### config.mk
export PLATFORM = sky130hd
export DESIGN_NAME = slt_compare_unit_flat
export DESIGN_NICKNAME = d
export VERILOG_FILES = /design/src/rtl/slt_compare_unit_if.sv /design/src/rtl/slt_compare_unit.sv /design/src/flat_wrapper.sv
export SDC_FILE = /design/constraint.sdc
export NUM_CORES = 1
export LEC_CHECK = 0
export ABC_CLOCK_PERIOD_IN_PS = 2100
export CAP_MARGIN = 40
export CORE_ASPECT_RATIO = 0.7
export CORE_MARGIN = 3
export CORE_UTILIZATION = 60
export CTS_CLUSTER_DIAMETER = 200
export DETAILED_ROUTE_END_ITERATION = 8
export DONT_BUFFER_PORTS = 1
export GPL_TIMING_DRIVEN = 1
export PLACE_DENSITY = 0.76
export SKIP_CTS_REPAIR_TIMING = 1
export SYNTH_ARGS = -nofsm -noshare
export SYNTH_HDL_FRONTEND = slang
export SYNTH_SLANG_ARGS = --single-unit
### constraint.sdc
create_clock -name clk -period 2.1 [get_ports clk]
set_input_delay 0.42 -clock clk [delete_from_list [all_inputs] [get_ports clk]]
set_output_delay 0.42 -clock clk [all_outputs]
set_load 0.03 [all_outputs]
### src/rtl/slt_compare_unit_if.sv
// Request/response bundle for slt_compare_unit: operands and mode in, result/eq out.
// Each direction uses its own valid/ready pair; the unit is the slave side.
interface slt_compare_unit_if #(
  parameter int WIDTH     = 16,
  parameter int IMM_WIDTH = 6
);
  logic                 in_valid;
  logic                 in_ready;
  logic [WIDTH-1:0]     a;
  logic [WIDTH-1:0]     b;
  logic [IMM_WIDTH-1:0] imm;
  logic                 use_imm;
  logic                 is_signed;
  logic                 out_valid;
  logic                 out_ready;
  logic                 result;
  logic                 eq;

  modport master (
    output in_valid, a, b, imm, use_imm, is_signed, out_ready,
    input  in_ready, out_valid, result, eq
  );

  modport slave (
    input  in_valid, a, b, imm, use_imm, is_signed, out_ready,
    output in_ready, out_valid, result, eq
  );
endinterface

### src/rtl/slt_compare_unit.sv
// Multi-cycle MSB-first set-less-than (SLT/SLTU/SLTI/SLTIU), CHUNK bits per cycle; NCHUNK-cycle latency,
// or first-differing-chunk latency with SLT_EARLY_EXIT_EN; one request at a time, result held until out_ready.
module slt_compare_unit #(
  parameter int WIDTH     = 16,
  parameter int CHUNK     = 4,
  parameter int IMM_WIDTH = 6
) (
  input  logic              clk,
  input  logic              reset,
  slt_compare_unit_if.slave io
);
  localparam int NCHUNK = WIDTH / CHUNK;
  localparam int CNT_W  = (NCHUNK > 1) ? $clog2(NCHUNK) : 1;
  localparam logic [WIDTH-1:0] MSB_MASK = WIDTH'(1) << (WIDTH - 1);

  typedef enum logic [1:0] {
    IDLE,
    CMP,
    DONE
  } state_e;

  state_e           state_q, state_d;
  logic [WIDTH-1:0] a_q, a_d;
  logic [WIDTH-1:0] b_q, b_d;
  logic [CNT_W-1:0] cnt_q, cnt_d;
  logic             lt_q, lt_d;
  logic             diff_q, diff_d;
  logic             result_q, result_d;
  logic             eq_q, eq_d;

  logic [WIDTH-1:0] imm_ext;
  logic [WIDTH-1:0] rhs;
  logic [WIDTH-1:0] flip;
  logic [CHUNK-1:0] a_chunk;
  logic [CHUNK-1:0] b_chunk;
  logic             step_diff;
  logic             step_lt;
  logic             finish;

  // Flipping both MSBs maps two's-complement order onto unsigned order.
  always_comb begin
    imm_ext   = WIDTH'($signed(io.imm));
    rhs       = io.use_imm ? imm_ext : io.b;
    flip      = io.is_signed ? MSB_MASK : '0;
    a_chunk   = a_q[WIDTH-1 -: CHUNK];
    b_chunk   = b_q[WIDTH-1 -: CHUNK];
    step_diff = diff_q | (a_chunk != b_chunk);
    step_lt   = diff_q ? lt_q : (a_chunk < b_chunk);
`ifdef SLT_EARLY_EXIT_EN
    finish    = (cnt_q == '0) || step_diff;
`else
    finish    = (cnt_q == '0);
`endif
  end

  always_comb begin
    state_d  = state_q;
    a_d      = a_q;
    b_d      = b_q;
    cnt_d    = cnt_q;
    lt_d     = lt_q;
    diff_d   = diff_q;
    result_d = result_q;
    eq_d     = eq_q;

    unique case (state_q)
      IDLE: begin
        if (io.in_valid) begin
          a_d      = io.a ^ flip;
          b_d      = rhs ^ flip;
          cnt_d    = CNT_W'(NCHUNK - 1);
          lt_d     = 1'b0;
          diff_d   = 1'b0;
          result_d = 1'b0;
          eq_d     = 1'b0;
          state_d  = CMP;
        end
      end
      CMP: begin
        a_d    = a_q << CHUNK;
        b_d    = b_q << CHUNK;
        cnt_d  = cnt_q - CNT_W'(1);
        lt_d   = step_lt;
        diff_d = step_diff;
        if (finish) begin
          result_d = step_lt;
          eq_d     = ~step_diff;
          state_d  = DONE;
        end
      end
      DONE: begin
        if (io.out_ready) begin
          state_d = IDLE;
        end
      end
      default: state_d = IDLE;
    endcase
  end

  always_ff @(posedge clk) begin
    if (reset) begin
      state_q  <= IDLE;
      a_q      <= '0;
      b_q      <= '0;
      cnt_q    <= '0;
      lt_q     <= 1'b0;
      diff_q   <= 1'b0;
      result_q <= 1'b0;
      eq_q     <= 1'b0;
    end else begin
      state_q  <= state_d;
      a_q      <= a_d;
      b_q      <= b_d;
      cnt_q    <= cnt_d;
      lt_q     <= lt_d;
      diff_q   <= diff_d;
      result_q <= result_d;
      eq_q     <= eq_d;
    end
  end

  assign io.in_ready  = (state_q == IDLE);
  assign io.out_valid = (state_q == DONE);
  assign io.result    = result_q;
  assign io.eq        = eq_q;
endmodule

### src/flat_wrapper.sv
// flat-port wrapper written by rule: the top's interface ports become plain ports
module slt_compare_unit_flat 
#(
  parameter int WIDTH     = 16,
  parameter int CHUNK     = 4,
  parameter int IMM_WIDTH = 6
)
  (clk, reset, io_in_valid, io_a, io_b, io_imm, io_use_imm, io_is_signed, io_out_ready, io_in_ready, io_out_valid, io_result, io_eq);
  slt_compare_unit_if #(.WIDTH(WIDTH), .IMM_WIDTH(IMM_WIDTH)) io_i ();
  input  logic clk;
  input  logic reset;
  input wire logic [$bits(io_i.in_valid)-1:0] io_in_valid;
  input wire logic [$bits(io_i.a)-1:0] io_a;
  input wire logic [$bits(io_i.b)-1:0] io_b;
  input wire logic [$bits(io_i.imm)-1:0] io_imm;
  input wire logic [$bits(io_i.use_imm)-1:0] io_use_imm;
  input wire logic [$bits(io_i.is_signed)-1:0] io_is_signed;
  input wire logic [$bits(io_i.out_ready)-1:0] io_out_ready;
  output wire logic [$bits(io_i.in_ready)-1:0] io_in_ready;
  output wire logic [$bits(io_i.out_valid)-1:0] io_out_valid;
  output wire logic [$bits(io_i.result)-1:0] io_result;
  output wire logic [$bits(io_i.eq)-1:0] io_eq;
  assign io_i.in_valid = io_in_valid;
  assign io_i.a = io_a;
  assign io_i.b = io_b;
  assign io_i.imm = io_imm;
  assign io_i.use_imm = io_use_imm;
  assign io_i.is_signed = io_is_signed;
  assign io_i.out_ready = io_out_ready;
  assign io_in_ready = io_i.in_ready;
  assign io_out_valid = io_i.out_valid;
  assign io_result = io_i.result;
  assign io_eq = io_i.eq;
  slt_compare_unit #(.WIDTH(WIDTH), .CHUNK(CHUNK), .IMM_WIDTH(IMM_WIDTH)) u_core (.clk(clk), .reset(reset), .io(io_i));
endmodule
==> flow_metrics.py <==
metrics = {
    "outcome": {
        "status": "completed",
    },
    "setup_path": {
        "arrival_ns": 1.55,
        "crit_start": "u_core.state_q[1]",
        "r2r_slack_ns": 0.57,
        "crit_type": "reg2out",
        "r2r-end": "u_core.a_q[8]",
        "required_ns": 1.68,
        "reg2reg_from": "u_core.state_q[1]",
        "worstRegToRegCells": 5,
        "cp_max_fo": 29,
        "crit_end": "io_out_valid",
        "end_kind": "primary output",
        "start_kind": "flip-flop",
    },
    "clock_network": {
        "cts_tree": "built",
        "clockBufferDepth": 2,
        "clk_pin_slew_ns": 0.07,
        "htree_num_levels": 2,
        "cts_sinks": 40,
        "numCtsBuffers": 5,
        "clkLatencyLatePin_ns": 0.30,
        "cts_root_buf": "clkbuf_8",
    },
    "pwr": {
        "p_int_mw": 1.28,
        "p_leak_nw": 0.855,
        "clockPowerShare": 0.292,
        "ir_drop_v": 0.000635,
        "power_density_nw_per_um2": 834,
        "p_sw_frac": 0.294,
        "p_comb_frac": 0.214,
        "switchingPower_mw": 0.533,
        "seqPwrFrac": 0.494,
    },
    "logic_synthesis": {
        "ys_ff_latch": 40,
        "synthArstFlopShare": 0,
        "yosysSeqAreaShare": 0.384,
        "synth-edff-count": 0,
        "yosysUniqueCellTypes": 37,
        "syn-num-nets": 304,
        "syn_area_per_cell_um2": 8.17,
        "synth-main-ff-cell": "dfxtp_1",
        "ys_warn_count": 0,
        "syn_area_um2": 2080,
        "synthCells": 255,
    },
    "grt": {
        "grt_start_max_net_pins": 32,
        "grt.busiest_layer": "met1",
        "use_met1": 0.336,
        "antenna_found_initial": 0,
        "gr-total-overflow": 0,
        "grt_pass1_vias": 1556,
        "grtUsageMet3": 0.0570,
        "grt_pass1_wl_um": 7500,
        "grt_usage": 0.226,
        "met2_usage": 0.300,
    },
    "timing": {
        "finalClockSkew_ns": 0.00527,
        "final_hold_viol_count": 0,
        "slew_violations": 0,
        "fin_hold_ws_ns": 0.180,
        "max_freq_mhz": 507,
        "rsz0062_at_grt": "no",
        "setup_tns_ns": 0,
        "max_slew.worst_pin.slew_ns": 0.598,
        "fin_crit_sh": 0.939,
        "slew_headroom": 0.601,
        "setup_viol": 0,
        "period_minus_slack_ns": 1.97,
    },
    "route": {
        "drt_iter0_drc": 115,
        "drc": 0,
        "vias": 1731,
        "dr.pass1.iters": 4,
        "antenna_left": 0,
        "drt-wirelength-per-cell_um": 15.4,
        "vias_per_cell": 5.83,
        "routed_wl_um": 4560,
    },
    "placement": {
        "gp_congestion": 0.811,
        "io_buffers": 0,
        "dp_hpwl_um": 3250,
    },
    "floorplan": {
        "die_area_um2": 4230,
        "die_x_um": 76.5,
        "rows": 17,
        "die_h_um": 55.3,
        "initial_core_util": 0.645,
        "core_um2": 3230,
        "ios": 48,
    },
    "cells_and_area": {
        "finish.utilization": 0.672,
        "area_delta_synth_final_pct": 4.26,
        "finalNetCount": 298,
        "drive_gt1_frac": 0.128,
        "layout_common_cells": "53 x nor2_1, 40 x dfxtp_1, 29 x a21oi_1, 17 x inv_1, 14 x nand2b_1",
        "final_common_cell": "nor2_1",
        "diodes": 0,
    },
    "worst_hold_path": {
        "worst_hold_path_type": "in2reg",
    },
    "flow_run": {
        "max_cap_viol_count": 0,
    },
}
==> power by group through the flow <==
stage	logic [mW]	registers, mW	clock network [mW]
after global routing	0.442	0.906	0.568
after floorplan	0.341	0.895	0
after CTS	0.388	0.896	0.535
after global placement	0.378	0.912	0
after detailed placement	0.385	0.913	0
final	0.388	0.896	0.530
==> logic make-up after synthesis <==
| family | after synthesis | share of synthesized area |
|---|---|---|
| buf+inv | 37 | 0.0846 |
| flops | 40 | 0.384 |
| fa+ha+maj | 5 | 0.0300 |
| xor+xnor | 2 | 0.00840 |
| mux | 6 | 0.0312 |
| compound gates | 81 | 0.277 |
| simple gates | 84 | 0.185 |
==> metal layers <==
metal	part of all wire	up-vias
li1	-	881
met1	0.50	792
met2	0.41	50
met3	0.069	8
met4	0.019	0
met5	0	-
==> synthesized netlist by cell type (5+ instances only) <==
library cell | instances | area [um2]
buf_4 | 5 | 37.5
a211oi_1 | 7 | 52.6
a22oi_1 | 9 | 67.6
o21ai_0 | 11 | 55.1
dfxtp_1 | 40 | 801
o221a_2 | 9 | 101
nor2b_1 | 5 | 31.3
ha_1 | 5 | 62.6
nand2b_1 | 14 | 87.6
buf_2 | 8 | 40.0
a21oi_1 | 29 | 145
nor2_1 | 53 | 199
nand2_1 | 6 | 22.5
inv_1 | 17 | 63.8
==> through the flow <==
stage | cell area [um2] | power (mW) | setup slack, ns | cells
6_report | 2170 | 1.81 | 0.129 | 297
2_1_floorplan | 2080 | 1.24 | 0.509 | 255
3_5_place_dp | 2080 | 1.30 | 0.472 | 289
3_3_place_gp | 2080 | 1.29 | 0.510 | 289
5_1_grt | 2170 | 1.92 | 0.0194 | 297
4_1_cts | 2170 | 1.82 | 0.129 | 297
==> sequential cells by signal (all words and copies together), names as in the netlist <==
signal and cells:
u_core.b_q 16, u_core.lt_q 1, u_core.io.result 1, u_core.state_q 2
u_core.cnt_q 2, u_core.a_q 16, u_core.diff_q 1, u_core.io.eq 1
==> worst min path at each step <==
stage,startpoint,end,slack (ns),cells past startpoint
3_5_place_dp,u_core.b_q[10],u_core.b_q[10],0.44,2
6_report,reset,u_core.a_q[3],0.18,1
5_1_grt,reset,u_core.diff_q,0.17,1
4_1_cts,reset,u_core.diff_q,0.17,1
3_3_place_gp,u_core.b_q[10],u_core.b_q[10],0.44,2
2_1_floorplan,u_core.b_q[10],u_core.b_q[10],0.43,2
==> cell type report <==
| class | count | area (um2) |
|---|---|---|
| Sequential cell | 40 | 801 |
| Multi-Input combinational cell | 178 | 1110 |
| Timing Repair Buffer | 7 | 52.6 |
| Fill cell | 288 | 1060 |
| Inverter | 17 | 63.8 |
| Clock buffer | 8 | 90.1 |
| Tap cell | 47 | 58.8 |
==> worst max-delay path: stages, from the launching register on <==
cell     delay (ns)
dfxtp_1        0.44
buf_4          0.33
nor2b_1        0.28
buf_4          0.21
No activity file was read; power rests on OpenSTA's default activity.
==> edit: new RTL, same settings <==
`a_q` and `b_q` no longer have a reset.
--- a/src/rtl/slt_compare_unit.sv
+++ b/src/rtl/slt_compare_unit.sv
@@ -100,8 +100,6 @@
   always_ff @(posedge clk) begin
     if (reset) begin
       state_q  <= IDLE;
-      a_q      <= '0;
-      b_q      <= '0;
       cnt_q    <= '0;
       lt_q     <= 1'b0;
       diff_q   <= 1'b0;
@@ -109,8 +107,6 @@
       eq_q     <= 1'b0;
     end else begin
       state_q  <= state_d;
-      a_q      <= a_d;
-      b_q      <= b_d;
       cnt_q    <= cnt_d;
       lt_q     <= lt_d;
       diff_q   <= diff_d;
@@ -119,6 +115,11 @@
     end
   end
 
+  always_ff @(posedge clk) begin
+    a_q <= a_d;
+    b_q <= b_d;
+  end
+
   assign io.in_ready  = (state_q == IDLE);
   assign io.out_valid = (state_q == DONE);
   assign io.result    = result_q;
Behaviour: same outputs for any inputs over 10 cycles, from zero or initial values and one cycle with reset high; that may be too few to reach the edited logic, so the function may still have changed.
==> edit against the original RTL <==
  * Cell area down 5.5%
  * Critical path depth stayed put
  * Sequential cell count did not move
  * Total power is 7.7% higher
  * Wire length shrank 32%
  * Synthesized area fell by 7.2%
  * Hold slack better by 0.018 ns
  * Worst setup slack better by 0.28 ns
  * Critical path type is now register to register
==> edit: results (changes against the original RTL) <==
| Metric | Value |
|---|---|
| Status | `finished clean (unchanged)` |
| Vias in the first global route | `1132 (was 1556)` |
| Initial DRC Count | `103 (was 115)` |
| Reg2reg path depth | `3 (was 5)` |
| Seq area share | `0.546 (was 0.368)` |
| Tot GR Track Use | `0.177 (was 0.226)` |
| Clock skew after layout | `0.00589 ns (was 0.00527 ns)` |
| Reg-to-Reg Start | `u_core.state_q[0]$_SDFFE_PP0P_ (was u_core.state_q[1]$_SDFFE_PP0P_)` |
| Placement Rows | `16 (was 17)` |
| Global-route wire length before repair | `4980 µm (was 7500 µm)` |
| DP Worst Slack | `0.394 ns (was 0.472 ns)` |
| Comb pwr share | `0.158 (was 0.214)` |
| Worst R2R End | `u_core.b_q[10]$_DFFE_PP_ (was u_core.a_q[8]$_SDFFE_PP0P_)` |
| Fill cells | `199 (was 288)` |
| Largest net degree at the start of global routing | `22 (was 32)` |
| Commonest cells post-synth | `edfxtp_1, nand2_1, a21oi_1 (was nor2_1, dfxtp_1, a21oi_1)` |
| Top cells by area, synth | `edfxtp_1, dfxtp_1, mux2_2, a21oi_1, o21ai_0 (was dfxtp_1, nor2_1, a21oi_1, o221a_2, nand2b_1)` |
| Critical Path Max Stage Delay | `0.53 ns (was 0.44 ns)` |
| Crit path max-delay family | `simple AND/OR/NAND/NOR gates (was buffers and inverters)` |
| Crit path max fanout | `21 (was 29)` |
| Hold Path Stages | `1 (unchanged)` |
| Signal buffers | `4 (was 7)` |
| Nets | `216 (was 298)` |
| Reg2reg setup slack | `0.41 ns (was 0.57 ns)` |
| Hold Slack | `0.198 ns (was 0.180 ns)` |
| Seq power | `1.05 mW (was 0.896 mW)` |
| Worst slew pin tran | `0.545 ns (was 0.598 ns)` |
| Placed inst area | `0.00195 mm² (was 0.00208 mm²)` |
| Final-layout non-clock buffer area share | `0.0207 (was 0.0242)` |
| Multi-In Gates | `104 (was 178)` |
| Internal power | `1.49 mW (was 1.28 mW)` |
| Multi-input gate area | `692 µm² (was 0.00111 mm²)` |
| Invs w/o clock | `12 (was 17)` |
| Total power | `1.95 mW (was 1.81 mW)` |
| Maximum clock frequency | `590 MHz (was 507 MHz)` |
| EDFF count, synth | `32 (was 0)` |
| Critical path endpoint category | `register (was output port)` |
| Clock buffers and inverters, area share | `0.0524 (was 0.0415)` |
| Post-detail-place hpwl | `2320 µm (was 3250 µm)` |
| RePlAce Congestion | `0.810 (was 0.811)` |
| Clock Latency Late Sink | `0.28 ns (was 0.30 ns)` |
| Pleak | `0.781 nW (was 0.855 nW)` |
| WL per Instance | `15.3 µm (was 15.4 µm)` |
| Layout Cells excl Fill | `204 (was 297)` |
| Sequential-to-total area share from yosys stat | `0.580 (was 0.384)` |
| Drt via density | `5.73 (was 5.83)` |
| Maximum vdd drop | `0.000588 V (was 0.000635 V)` |
| Clk_buf instances | `6 (was 8)` |
| Synth cell types | `33 (was 37)` |
| Share of cells above drive strength 1 | `0.149 (was 0.128)` |
| Seq_cells | `40 (unchanged)` |
| Pwr Density | `951 mW/mm² (was 834 mW/mm²)` |
-- edit: cell types whose count changed after synthesis, sizes merged, moves of 6 or more --
| cell | before | now |
|---|---|---|
| dfxtp | 40 | 8 |
| a21oi | 30 | 16 |
| o221a | 9 | 0 |
| nand2b | 14 | 2 |
| a22oi | 9 | 2 |
| a211oi | 8 | 2 |
| mux2 | 4 | 11 |
| nor2 | 54 | 8 |
| nand2 | 6 | 17 |
| buf | 15 | 8 |
| edfxtp | 0 | 32 |
-- edit: per-layer routing --
| layer | up-vias | global-route usage | part of all wire |
|---|---|---|---|
| met2 | 35 | 0.282 | 0.47 |
| met5 | - | 0 | 0 |
| met4 | 0 | 0.0783 | 0.012 |
| met1 | 535 | 0.208 | 0.43 |
| met3 | 6 | 0.0816 | 0.087 |
| li1 | 593 | - | - |
-- edit: cell families after synthesis --
logic type / share of synthesized area
fa+ha+maj: 0.0323
mux: 0.100
xor+xnor: 0.00906
flops: 0.580
simple gates: 0.0951
buf+inv: 0.0627
compound gates: 0.121
